[src/rtl/clock_pkg.sv]
// Shared widths, limits and the alarm channel state encoding for the multi-alarm clock.
package clock_pkg;
   localparam int HOUR_W   = 5;
   localparam int MIN_W    = 6;
   localparam int SEC_W    = 6;
   localparam int MAX_HOUR = 23;
   localparam int MAX_MIN  = 59;
   localparam int MAX_SEC  = 59;

   typedef enum logic [1:0] {
      IDLE   = 2'd0,
      RING   = 2'd1,
      SNOOZE = 2'd2
   } alarm_state_t;
endpackage

[src/rtl/alarm_channel.sv]
// One alarm channel: ring/snooze sequencing with its ring-length and snooze counters.
//
//   state  | meaning
//   IDLE   | silent, waiting for a time match
//   RING   | buzzer on, ring_cnt counts seconds up to RING_SEC
//   SNOOZE | silent, snz_cnt counts down from SNOOZE_SEC, then rings again
module alarm_channel
   import clock_pkg::*;
#(
   parameter int RING_SEC   = 60,
   parameter int SNOOZE_SEC = 300
) (
   input  logic clk,
   input  logic reset_n,
   input  logic sec_tick,
   input  logic match,
   input  logic en,
   input  logic stop,
   input  logic snooze,
   output logic ringing
);
   localparam int RING_W = $clog2(RING_SEC + 1);
   localparam int SNZ_W  = $clog2(SNOOZE_SEC + 1);

   alarm_state_t      state;
   logic [RING_W-1:0] ring_cnt;
   logic [SNZ_W-1:0]  snz_cnt;

   always_ff @(posedge clk or negedge reset_n) begin
      if (!reset_n) begin
         state    <= IDLE;
         ring_cnt <= '0;
         snz_cnt  <= '0;
         ringing  <= 1'b0;
      end else if (!en || stop) begin
         state    <= IDLE;
         ring_cnt <= '0;
         snz_cnt  <= '0;
         ringing  <= 1'b0;
      end else if (match && state != RING) begin
         // a match while already ringing must not restart the ring period
         state    <= RING;
         ring_cnt <= '0;
         snz_cnt  <= '0;
         ringing  <= 1'b1;
      end else begin
         case (state)
            RING: begin
               if (snooze) begin
                  state    <= SNOOZE;
                  ring_cnt <= '0;
                  snz_cnt  <= SNZ_W'(SNOOZE_SEC);
                  ringing  <= 1'b0;
               end else if (sec_tick) begin
                  if (ring_cnt == RING_W'(RING_SEC - 1)) begin
                     state    <= IDLE;
                     ring_cnt <= '0;
                     ringing  <= 1'b0;
                  end else begin
                     ring_cnt <= ring_cnt + RING_W'(1);
                  end
               end
            end
            SNOOZE: begin
               if (sec_tick) begin
                  if (snz_cnt == SNZ_W'(1)) begin
                     state    <= RING;
                     ring_cnt <= '0;
                     snz_cnt  <= '0;
                     ringing  <= 1'b1;
                  end else begin
                     snz_cnt <= snz_cnt - SNZ_W'(1);
                  end
               end
            end
            default: begin
               state   <= IDLE;
               ringing <= 1'b0;
            end
         endcase
      end
   end
endmodule

[src/rtl/multi_alarm_clock.sv]
// 24-hour time-of-day counter with load checking, 12/24-hour display and
// NUM_ALARMS independent alarm channels driven from the 1 Hz sec_tick.
module multi_alarm_clock
   import clock_pkg::*;
#(
   parameter int NUM_ALARMS = 4,
   parameter int RING_SEC   = 60,
   parameter int SNOOZE_SEC = 300
) (
   input  logic                         clk,
   input  logic                         reset_n,
   input  logic                         sec_tick,
   input  logic                         set_valid,
   input  logic [HOUR_W-1:0]            set_hour,
   input  logic [MIN_W-1:0]             set_min,
   input  logic [SEC_W-1:0]             set_sec,
   input  logic                         mode_12h,
   input  logic [HOUR_W*NUM_ALARMS-1:0] alarm_hour,
   input  logic [MIN_W*NUM_ALARMS-1:0]  alarm_min,
   input  logic [SEC_W*NUM_ALARMS-1:0]  alarm_sec,
   input  logic [NUM_ALARMS-1:0]        alarm_en,
   input  logic                         stop,
   input  logic                         snooze,
   output logic [HOUR_W-1:0]            hour,
   output logic [MIN_W-1:0]             min,
   output logic [SEC_W-1:0]             sec,
   output logic [HOUR_W-1:0]            disp_hour,
   output logic                         pm,
   output logic [NUM_ALARMS-1:0]        alarm_active,
   output logic                         alarm_out,
   output logic                         set_err
);
   logic                  time_changed;
   logic                  load_bad;
   logic [NUM_ALARMS-1:0] match;

   assign load_bad = (set_hour > HOUR_W'(MAX_HOUR)) ||
                     (set_min  > MIN_W'(MAX_MIN))   ||
                     (set_sec  > SEC_W'(MAX_SEC));

   always_ff @(posedge clk or negedge reset_n) begin
      if (!reset_n) begin
         hour         <= '0;
         min          <= '0;
         sec          <= '0;
         time_changed <= 1'b0;
         set_err      <= 1'b0;
      end else if (set_valid) begin
         // a rejected load also swallows any tick arriving in the same cycle
         if (load_bad) begin
            time_changed <= 1'b0;
            set_err      <= 1'b1;
         end else begin
            hour         <= set_hour;
            min          <= set_min;
            sec          <= set_sec;
            time_changed <= 1'b1;
            set_err      <= 1'b0;
         end
      end else if (sec_tick) begin
         time_changed <= 1'b1;
         set_err      <= 1'b0;
         if (sec == SEC_W'(MAX_SEC)) begin
            sec <= '0;
            if (min == MIN_W'(MAX_MIN)) begin
               min  <= '0;
               hour <= (hour == HOUR_W'(MAX_HOUR)) ? '0 : hour + HOUR_W'(1);
            end else begin
               min <= min + MIN_W'(1);
            end
         end else begin
            sec <= sec + SEC_W'(1);
         end
      end else begin
         time_changed <= 1'b0;
         set_err      <= 1'b0;
      end
   end

   assign pm = (hour >= HOUR_W'(12));

   always_comb begin
      disp_hour = hour;
      if (mode_12h) begin
         if (hour == '0) disp_hour = HOUR_W'(12);
         else if (hour > HOUR_W'(12)) disp_hour = hour - HOUR_W'(12);
      end
   end

   for (genvar i = 0; i < NUM_ALARMS; i++) begin : g_ch
      assign match[i] = time_changed &&
                        (alarm_hour[HOUR_W*i +: HOUR_W] == hour) &&
                        (alarm_min[MIN_W*i +: MIN_W]    == min)  &&
                        (alarm_sec[SEC_W*i +: SEC_W]    == sec);

      alarm_channel #(
         .RING_SEC   (RING_SEC),
         .SNOOZE_SEC (SNOOZE_SEC)
      ) u_ch (
         .clk      (clk),
         .reset_n  (reset_n),
         .sec_tick (sec_tick),
         .match    (match[i]),
         .en       (alarm_en[i]),
         .stop     (stop),
         .snooze   (snooze),
         .ringing  (alarm_active[i])
      );
   end

   assign alarm_out = |alarm_active;
endmodule
[config.mk]
export PLATFORM = sky130hd
export DESIGN_NAME = multi_alarm_clock
export DESIGN_NICKNAME = d
export VERILOG_FILES = /design/src/rtl/clock_pkg.sv /design/src/rtl/alarm_channel.sv /design/src/rtl/multi_alarm_clock.sv
export SDC_FILE = /design/constraint.sdc
export NUM_CORES = 1
export LEC_CHECK = 0
export ABC_AREA = 0
export CAP_MARGIN = 10
export CORE_MARGIN = 2
export CORE_UTILIZATION = 59
export CTS_BUF_LIST = sky130_fd_sc_hd__clkbuf_8
export DETAILED_ROUTE_END_ITERATION = 10
export HOLD_SLACK_MARGIN = 0.02
export PLACE_DENSITY = 0.88
export SKIP_LAST_GASP = 1
export SYNTH_ARGS = -nofsm -noshare
export SYNTH_HDL_FRONTEND = slang
export SYNTH_SLANG_ARGS = --single-unit
[constraint.sdc]
create_clock -name clk -period 5.1 [get_ports clk]
set_input_delay 0.765 -clock clk [delete_from_list [all_inputs] [get_ports clk]]
set_output_delay 0.765 -clock clk [all_outputs]
set_load 0.1 [all_outputs]
## Word-level counts from Yosys, hierarchy flattened

Cells that the tools add are included.

- Register bits after elaboration: 91
- Output and inout bits: 29

- Add/subtract/negate cells: 12
- Order comparisons: 5
- Equality and inequality tests: 56
- Mux-type cells: 140
- Reduce and logical (&&, ||, !) cells: 50

Operators with widths:

| operator | count |
|---|---|
| 2-to-1 mux 6 bit | 37 |
| 2-to-1 mux 9 bit | 17 |
| case mux 9 bit (2 select lines) | 4 |
| 2-to-1 mux 2 bit | 28 |
| equality test 6 bit | 8 |
| case mux 6 bit (2 select lines) | 4 |
| 2-to-1 mux 5 bit | 9 |
| adder 6 x 1 -> 6 bit, second input constant | 6 |
| equality test 6 bit, second input constant | 6 |
| equality test 9 x 1 -> 1 bit, second input constant | 4 |
| AND reduction 4 bit | 9 |
| subtractor 9 x 1 -> 9 bit, second input constant | 4 |
| 2-to-1 mux 1 bit | 33 |
| inequality test 4 x 2 -> 1 bit, second input constant | 8 |
| equality test 5 bit | 4 |
| inequality test 5 x 2 -> 1 bit, second input constant | 4 |
| inequality test 5 x 3 -> 1 bit, second input constant | 4 |
| logical AND 1 bit | 16 |
| inequality test 4 x 1 -> 1 bit, second input constant | 4 |
| case mux 2 bit (2 select lines) | 4 |
| nonzero test 4 bit | 4 |
| AND reduction 3 bit | 5 |
| > comparator 6 bit, second input constant | 2 |
| equality test 2 x 1 -> 1 bit, second input constant | 4 |
| 16 further kinds | 35 |

## Logic depth before layout (Yosys ltp)

Gate-level depths: netlist of the first run.

- Depth in word-level cells: 7
- Gate-level depth with buffers: 10

## Cells and area by module

From an unflattened synthesis of the first run, not the netlist that was laid out.

- Cell total of the unflattened synthesis: 788
- Area total of the unflattened synthesis: 6974.2 sq um

Modules (own cells, without submodules):

| module | instances | cells an instance | area an instance (sq um) |
|---|---|---|---|
| alarm_channel | 4 | 131 | 1173.6 |
| multi_alarm_clock | 1 | 264 | 2279.7 |

## Worst setup path before layout of the first run

No wires, ideal clock.

- Path kind: reg2out
- Start: reg hour[2]
- End: out disp_hour[3]
- Data arrival time: 3800 ps
- Data required time: 4335 ps
- Setup slack: 535 ps
- Cell stages (with the launch flop): 6
- Path buffers: 1
- Cell sequence: dfrtp_1 -> buf_2 -> inv_1 -> ha_1 -> nor2_1 -> o21ai_0

- Cells in the longest elaborated chain, start to end: 4
- Elaborated cells between the ends (all ways): 6

Ends and longest elaborated chain:

| what | RTL line | text |
|---|---|---|
| start: declaration | multi_alarm_clock.sv:24 | `output logic [HOUR_W-1:0] hour,` |
| start signal: assignment | multi_alarm_clock.sv:54 | `hour <= set_hour;` |
| start signal: assignment | multi_alarm_clock.sv:67 | `hour <= (hour == HOUR_W'(MAX_HOUR)) ? '0 : hour + HOUR_W'(1);` |
| subtractor 5 x 4 -> 5 bit or > comparator 5 x 4 -> 1 bit (tied branches) | multi_alarm_clock.sv:86 | `else if (hour > HOUR_W'(12)) disp_hour = hour - HOUR_W'(12);` |
| 2-to-1 mux 5 bit | multi_alarm_clock.sv:86 |  |
| 2-to-1 mux 5 bit * | multi_alarm_clock.sv:85 | `if (hour == '0) disp_hour = HOUR_W'(12);` |
| 2-to-1 mux 5 bit * | multi_alarm_clock.sv:84 | `if (mode_12h) begin` |
| end: declaration | multi_alarm_clock.sv:27 | `output logic [HOUR_W-1:0] disp_hour,` |

Every way passes the cells marked *; elsewhere a longest branch is shown, timed or not.

## Worst setup path in the final report of the first run

- Start: reg hour[2]
- End: out disp_hour[4]

The elaborated chain is that of the path after synthesis.

==> results of run 1 <==
-- power by group through the flow --
stage | Clock (W) | Combinational, W | Sequential, W
3_5_place_dp | 0 | 0.000982 | 0.000918
3_3_place_gp | 0 | 0.000972 | 0.000918
6_report | 0.000500 | 0.000988 | 0.000907
2_1_floorplan | 0 | 0.000579 | 0.00105
4_1_cts | 0.000507 | 0.000985 | 0.000904
5_1_grt | 0.000533 | 0.00104 | 0.000913
-- how the worst max path moves through the flow --
stage | startpoint | endpoint | slack, ns
final | hour[2]$_DFFE_PN0P_ | disp_hour[4] | 1.16
after global routing | hour[2]$_DFFE_PN0P_ | disp_hour[4] | 0.96
after CTS | hour[2]$_DFFE_PN0P_ | disp_hour[4] | 1.17
after detailed placement | mode_12h | disp_hour[4] | 1.34
after global placement | mode_12h | disp_hour[4] | 1.36
after floorplan | hour[2]$_DFFE_PN0P_ | disp_hour[3] | 0.54
-- through the flow --
step,utilization [%],cells,area (sq um)
6_report,72.4,1071,8230
5_1_grt,72.4,1071,8230
3_5_place_dp,70.6,1053,8030
3_3_place_gp,70.6,1053,8030
2_1_floorplan,-,825,6840
4_1_cts,72.3,1069,8230
-- cells by family after synthesis --
group	synth area share, %
xor+xnor	9.61
buf+inv	5.58
flops	33.3
mux	1.37
fa+ha+maj	4.94
simple gates	26.6
compound gates	18.6
-- critical path, delay by kind of cell (launching register included) --
kind                       cells  cell delay (ns)
AOI/OAI and AO/OA              2             0.54
adders and majority gates      1             0.26
buffers and inverters          2             1.31
DFF                            1             0.68
-- layout make-up --
cell class                      count  area (sq um)
Multi-Input combinational cell    657          4180
Fill cell                         870          3140
Sequential cell                    91          2280
Timing Repair Buffer              128          1270
Tap cell                          143           179
Clock buffer                       10           138
Inverter                           34           128
Clock inverter                      6          56.3
Antenna cell                        2          5.00
-- cell usage in the layout (no fill, tap or decap), types with 26 or more instances in the layout --
cell | netlist | final
nand4_1 | 31 | 31
a21oi_1 | 82 | 82
xnor2_1 | 57 | 57
nor3_1 | 26 | 26
clkdlybuf4s50_1 | 0 | 123
inv_1 | 34 | 35
o21ai_0 | 61 | 61
nor2_1 | 71 | 71
ha_1 | 27 | 27
nand2_1 | 68 | 68
dfrtp_1 | 91 | 91
nand3_1 | 36 | 36
-- flip-flops by register name, indices dropped and copies added (netlist names) --
signal and flops:
set_err 1, sec 6, hour 5, g_ch.u_ch.ring_cnt 24, time_changed 1, g_ch.u_ch.state 8, g_ch.u_ch.snz_cnt 36, min 6
g_ch.u_ch.ringing 4
-- metal layers --
| layer | vias to the layer above | wire (um) | global-route usage [%] |
|---|---|---|---|
| met5 | - | 0 | 0 |
| met4 | 0 | 488 | 11.9 |
| met3 | 42 | 1370 | 5.61 |
| met2 | 315 | 8770 | 48.7 |
| met1 | 3079 | 7800 | 37.9 |
| li1 | 3154 | - | - |
==> results.py, run 1 <==
metrics = {
    "status": {
        "status": "completed",
    },
    "floorplanning": {
        "initial_utilization_pct": 60.1,
        "rows": 39,
        "pin_count": 125,
        "die_y_um": 112,
        "core_sq_um": 11400,
        "die_w_um": 112,
        "dieArea_sq_um": 12500,
    },
    "placed_design": {
        "portBuffers": 124,
        "place.gp.congestion": 0.938,
        "place_hpwl_um": 13900,
        "dp_slack_ns": 1.34,
    },
    "sta": {
        "hold_ws_ns": 0.354,
        "clock_skew_ns": 0.00954,
        "fmax_mhz": 254,
        "tightest_slew_ns": 0.996,
        "rsz0062_at_grt": "no",
        "finalSetupViolations": 0,
        "fin_crit_ns": 3.94,
        "period_share_pct": 77.2,
        "fin_ws_ns": 1.16,
        "setup_tns_ns": 0,
        "slew_headroom_pct": 33.4,
        "hold_violations": 0,
        "final_max_slew_viol_count": 0,
    },
    "clock_network": {
        "numCtsBuffers": 9,
        "clkSinkCount": 91,
        "cts_tree": "done",
        "cts_hold_buf": 0,
        "cts_resized": 0,
        "clockRootBuffer": "clkbuf_8",
        "clock_path_buffers": 2,
        "postCtsSetupBuffers": 0,
        "clk_pin_slew_ns": 0.09,
        "htreeDepth": 3,
        "insertion_delay_ns": 0.37,
    },
    "logic_synthesis": {
        "ys_async_sr_fraction_pct": 100,
        "syn_area_sq_um": 6840,
        "yosys-top-cells-area": "dfrtp_1 33%, xnor2_1 7.3%, a21oi_1 6.0%",
        "synth_warnings": 0,
        "synth_nets": 948,
        "syn_avg_cell_area_sq_um": 8.29,
        "synth.ff_latch_count": 91,
        "synth-seq-area-share_pct": 33.3,
        "synth_top_flop_cell": "dfrtp_1",
        "synth_top_area_share_pct": 33.3,
        "yosys.area.top_type": "dfrtp_1",
        "synth.most_common_cell": "dfrtp_1",
        "yosysUniqueCellTypes": 69,
        "synth_edf_count": 0,
        "post_synth_inst_count": 825,
        "synth_common_cells": "91 x dfrtp_1, 82 x a21oi_1, 71 x nor2_1",
    },
    "power_and_ir_drop": {
        "p_sw_share_pct": 44.4,
        "powerDensity_nw_per_um2": 291,
        "p_comb_share_pct": 41.3,
        "leakage_nw": 3.29,
        "p_int_w": 0.00133,
        "seqPwrFrac_pct": 37.9,
        "power.switching_w": 0.00106,
        "vdd_drop_max_mv": 0.266,
        "finalPower_w": 0.00240,
        "p_clk_share_pct": 20.9,
    },
    "routing": {
        "vias_per_cell": 6.15,
        "routedWlPerCell_um": 17.2,
        "first_iter_violations": 712,
        "wl_um": 18400,
        "drt_first_pass_iters": 6,
        "vias": 6590,
        "drc": 0,
        "ant_nets": 0,
    },
    "run": {
        "cap_violations": 0,
    },
    "grt": {
        "grt_pass1_wl_um": 29700,
        "grt_overflow": 0,
        "antenna_found_initial": 2,
        "grt_usage_pct": 29.3,
        "first_global_vias": 6011,
        "grt_max_degree": 54,
    },
    "hold_path": {
        "hp-class": "in -> async",
    },
    "worst_setup_path": {
        "start_kind": "flip-flop",
        "cp_slowest_stage_delay_ns": 1.12,
        "reg2reg_from": "hour[4]$_DFFE_PN0P_",
        "worst-path-max-fanout": 10,
        "rr_endpoint": "g_ch[0].u_ch.snz_cnt[6]$_DFFE_PN0P_",
        "cp.required_ns": 4.34,
        "cp.arrival_ns": 3.17,
        "r2r_slack_ns": 2.06,
        "slowest_stage": "clkdlybuf4s50_1",
        "worst_setup_path_end_kind": "primary output",
        "r2r_cells": 6,
        "path_cells": "inv_1, ha_1, a2111oi_0, a21o_1, clkdlybuf4s50_1",
        "critical_path_class": "reg -> out",
    },
    "finish": {
        "nets": 1044,
        "layout-drive-gt1-share_pct": 4.54,
        "syn_to_final_growth_pct": 20.4,
    },
}
No activity file was read; power rests on OpenSTA's default activity.
==> run 2, diff against run 1 <==
--- a/config.mk
+++ b/config.mk
@@ -8,11 +8,11 @@
 export ABC_AREA = 0
 export CAP_MARGIN = 10
 export CORE_MARGIN = 2
-export CORE_UTILIZATION = 59
+export CORE_UTILIZATION = 50
 export CTS_BUF_LIST = sky130_fd_sc_hd__clkbuf_8
 export DETAILED_ROUTE_END_ITERATION = 10
 export HOLD_SLACK_MARGIN = 0.02
-export PLACE_DENSITY = 0.88
+export PLACE_DENSITY = 0.8
 export SKIP_LAST_GASP = 1
 export SYNTH_ARGS = -nofsm -noshare
 export SYNTH_HDL_FRONTEND = slang
==> constraint.sdc (replaced) <==
create_clock -name clk -period 3.39 [get_ports clk]
set_input_delay 0.5085 -clock clk [delete_from_list [all_inputs] [get_ports clk]]
set_output_delay 0.5085 -clock clk [all_outputs]
set_load 0.1 [all_outputs]
==> results.py, run 2 (synthesized netlist as in run 1, its figures left out) <==
metrics = {
    "worst_setup_path": {
        "cp.required_ns": 2.88,
        "cpLargestDelayFamily": "flip-flops",
        "crit_buf_inv": 2,
        "path_cells": "inv_1, ha_1, a2111oi_0, a21o_1, buf_4",
        "critical_path_class": "reg -> out",
        "slowest_stage": "dfrtp_1",
        "worst-path-max-fanout": 10,
        "start_kind": "flip-flop",
        "worst_setup_path_end_kind": "primary output",
        "cp_slowest_stage_delay_ns": 0.70,
        "cp.arrival_ns": 2.40,
    },
    "sta": {
        "slew_headroom_pct": 35.6,
        "finalSetupViolations": 0,
        "setup_tns_ns": 0,
        "tightest_slew_ns": 0.963,
        "hold_ws_ns": 0.109,
        "rsz0062_at_grt": "no",
        "fin_crit_ns": 2.91,
        "hold_violations": 0,
        "period_share_pct": 85.9,
        "fmax_mhz": 343,
        "clock_skew_ns": 0.00789,
        "final_max_slew_viol_count": 0,
    },
    "routing": {
        "routedWlPerCell_um": 16.7,
        "vias_per_cell": 5.87,
        "ant_nets": 0,
        "first_iter_violations": 407,
        "drt_first_pass_iters": 5,
        "wl_um": 18400,
        "drc": 0,
        "vias": 6487,
    },
    "power_and_ir_drop": {
        "powerDensity_nw_per_um2": 434,
        "vdd_drop_max_mv": 0.325,
        "leakage_nw": 3.34,
        "finalPower_w": 0.00358,
    },
    "finish": {
        "top_register": "g_ch.u_ch.snz_cnt",
        "nets": 1048,
        "syn_to_final_growth_pct": 20.7,
        "largest_reg_flops": 36,
        "layout-drive-gt1-share_pct": 7.42,
        "final_cell_mix": "100 x clkdlybuf4s50_1, 91 x dfrtp_1, 82 x a21oi_1",
        "n_antenna_cell": 0,
        "final_cells": 1106,
        "final_common_cell": "clkdlybuf4s50_1",
        "reg_top3": "g_ch.u_ch.snz_cnt x36, g_ch.u_ch.ring_cnt x24, g_ch.u_ch.state x8",
    },
    "clock_network": {
        "cts_hold_buf": 0,
        "clk_pin_slew_ns": 0.09,
        "numCtsBuffers": 9,
        "clockRootBuffer": "clkbuf_8",
        "insertion_delay_ns": 0.39,
        "postCtsSetupBuffers": 0,
        "cts_tree": "done",
        "clock_path_buffers": 2,
        "cts_resized": 0,
        "htreeDepth": 3,
        "clkSinkCount": 91,
    },
    "grt": {
        "grt_max_degree": 49,
        "grt_overflow": 0,
        "first_global_vias": 6017,
        "grt_pass1_wl_um": 29900,
        "antenna_found_initial": 0,
        "grt_usage_pct": 25.8,
    },
    "floorplanning": {
        "core_sq_um": 13300,
        "initial_utilization_pct": 51.4,
        "dieArea_sq_um": 14600,
        "die_w_um": 121,
        "rows": 42,
        "die_y_um": 121,
        "pin_count": 125,
    },
    "placed_design": {
        "place_inst": 1090,
        "portBuffers": 124,
        "place.gp.congestion": 0.917,
        "place_hpwl_um": 14200,
    },
    "status": {
        "status": "completed",
    },
    "hold_path": {
        "hp-class": "in -> async",
    },
    "run": {
        "cap_violations": 0,
    },
}
run 2: changes by cell type in the layout (fill, tap and decap cells not counted), sizes merged:
cell,delta
clkdlybuf4s50,-23
bufinv,-1
inv,+1
buf,+27
clkinvlp,-1
diode,-2
clkbuf,+3
clkinv,-2
run 2: area by class of cell:
class | count | area, sq um
clock buffer | 13 | 179
tap | 176 | 220
clock inverter | 3 | 12.5
timing repair buffer | 132 | 1250
fill | 1164 | 5040
inverter | 34 | 128
sequential | 91 | 2280
multi-input combinational | 657 | 4180
run 2: layer usage:
layer | global-route usage, % | vias to the layer above | share of wire (%)
li1 | - | 3150 | -
met1 | 35.2 | 3074 | 44
met2 | 41.4 | 231 | 47
met3 | 4.75 | 32 | 6.2
met4 | 8.50 | 0 | 2.4
met5 | 0 | - | 0
run 2: stage by stage:
step	instance area, sq um	utilization (%)	setup slack, ns
4_1_cts	8250	62.1	0.509
5_1_grt	8250	62.1	0.432
3_3_place_gp	8060	60.6	0.624
6_report	8250	62.1	0.477
2_1_floorplan	6840	-	0.255
3_5_place_dp	8060	60.6	0.580
run 2: final timing paths:
kind | start | endpoint | slack, ns | depth (start not counted)
setup / recovery | hour[2]$_DFFE_PN0P_ | disp_hour[4] | 0.48 | 5
hold / removal | reset_n | g_ch[1].u_ch.snz_cnt[7]$_DFFE_PN0P_ | 0.11 | 1
setup reg to reg | hour[4]$_DFFE_PN0P_ | g_ch[0].u_ch.snz_cnt[7]$_DFFE_PN0P_ | 0.90 | 7
hold reg to reg | g_ch[1].u_ch.state[0]$_DFFE_PN0P_ | g_ch[1].u_ch.state[0]$_DFFE_PN0P_ | 0.54 | 1
max in group asynchronous | reset_n | g_ch[2].u_ch.snz_cnt[5]$_DFFE_PN0P_ | 2.62 | 2
min in group clk | g_ch[1].u_ch.state[0]$_DFFE_PN0P_ | g_ch[1].u_ch.state[0]$_DFFE_PN0P_ | 0.54 | 1
run 2: power breakdown:
part | internal [W] | switching [W] | total (W)
sequential | 0.00113 | 0.000225 | 0.00136
combinational | 0.000493 | 0.000994 | 0.00149
clock | 0.000341 | 0.000397 | 0.000739
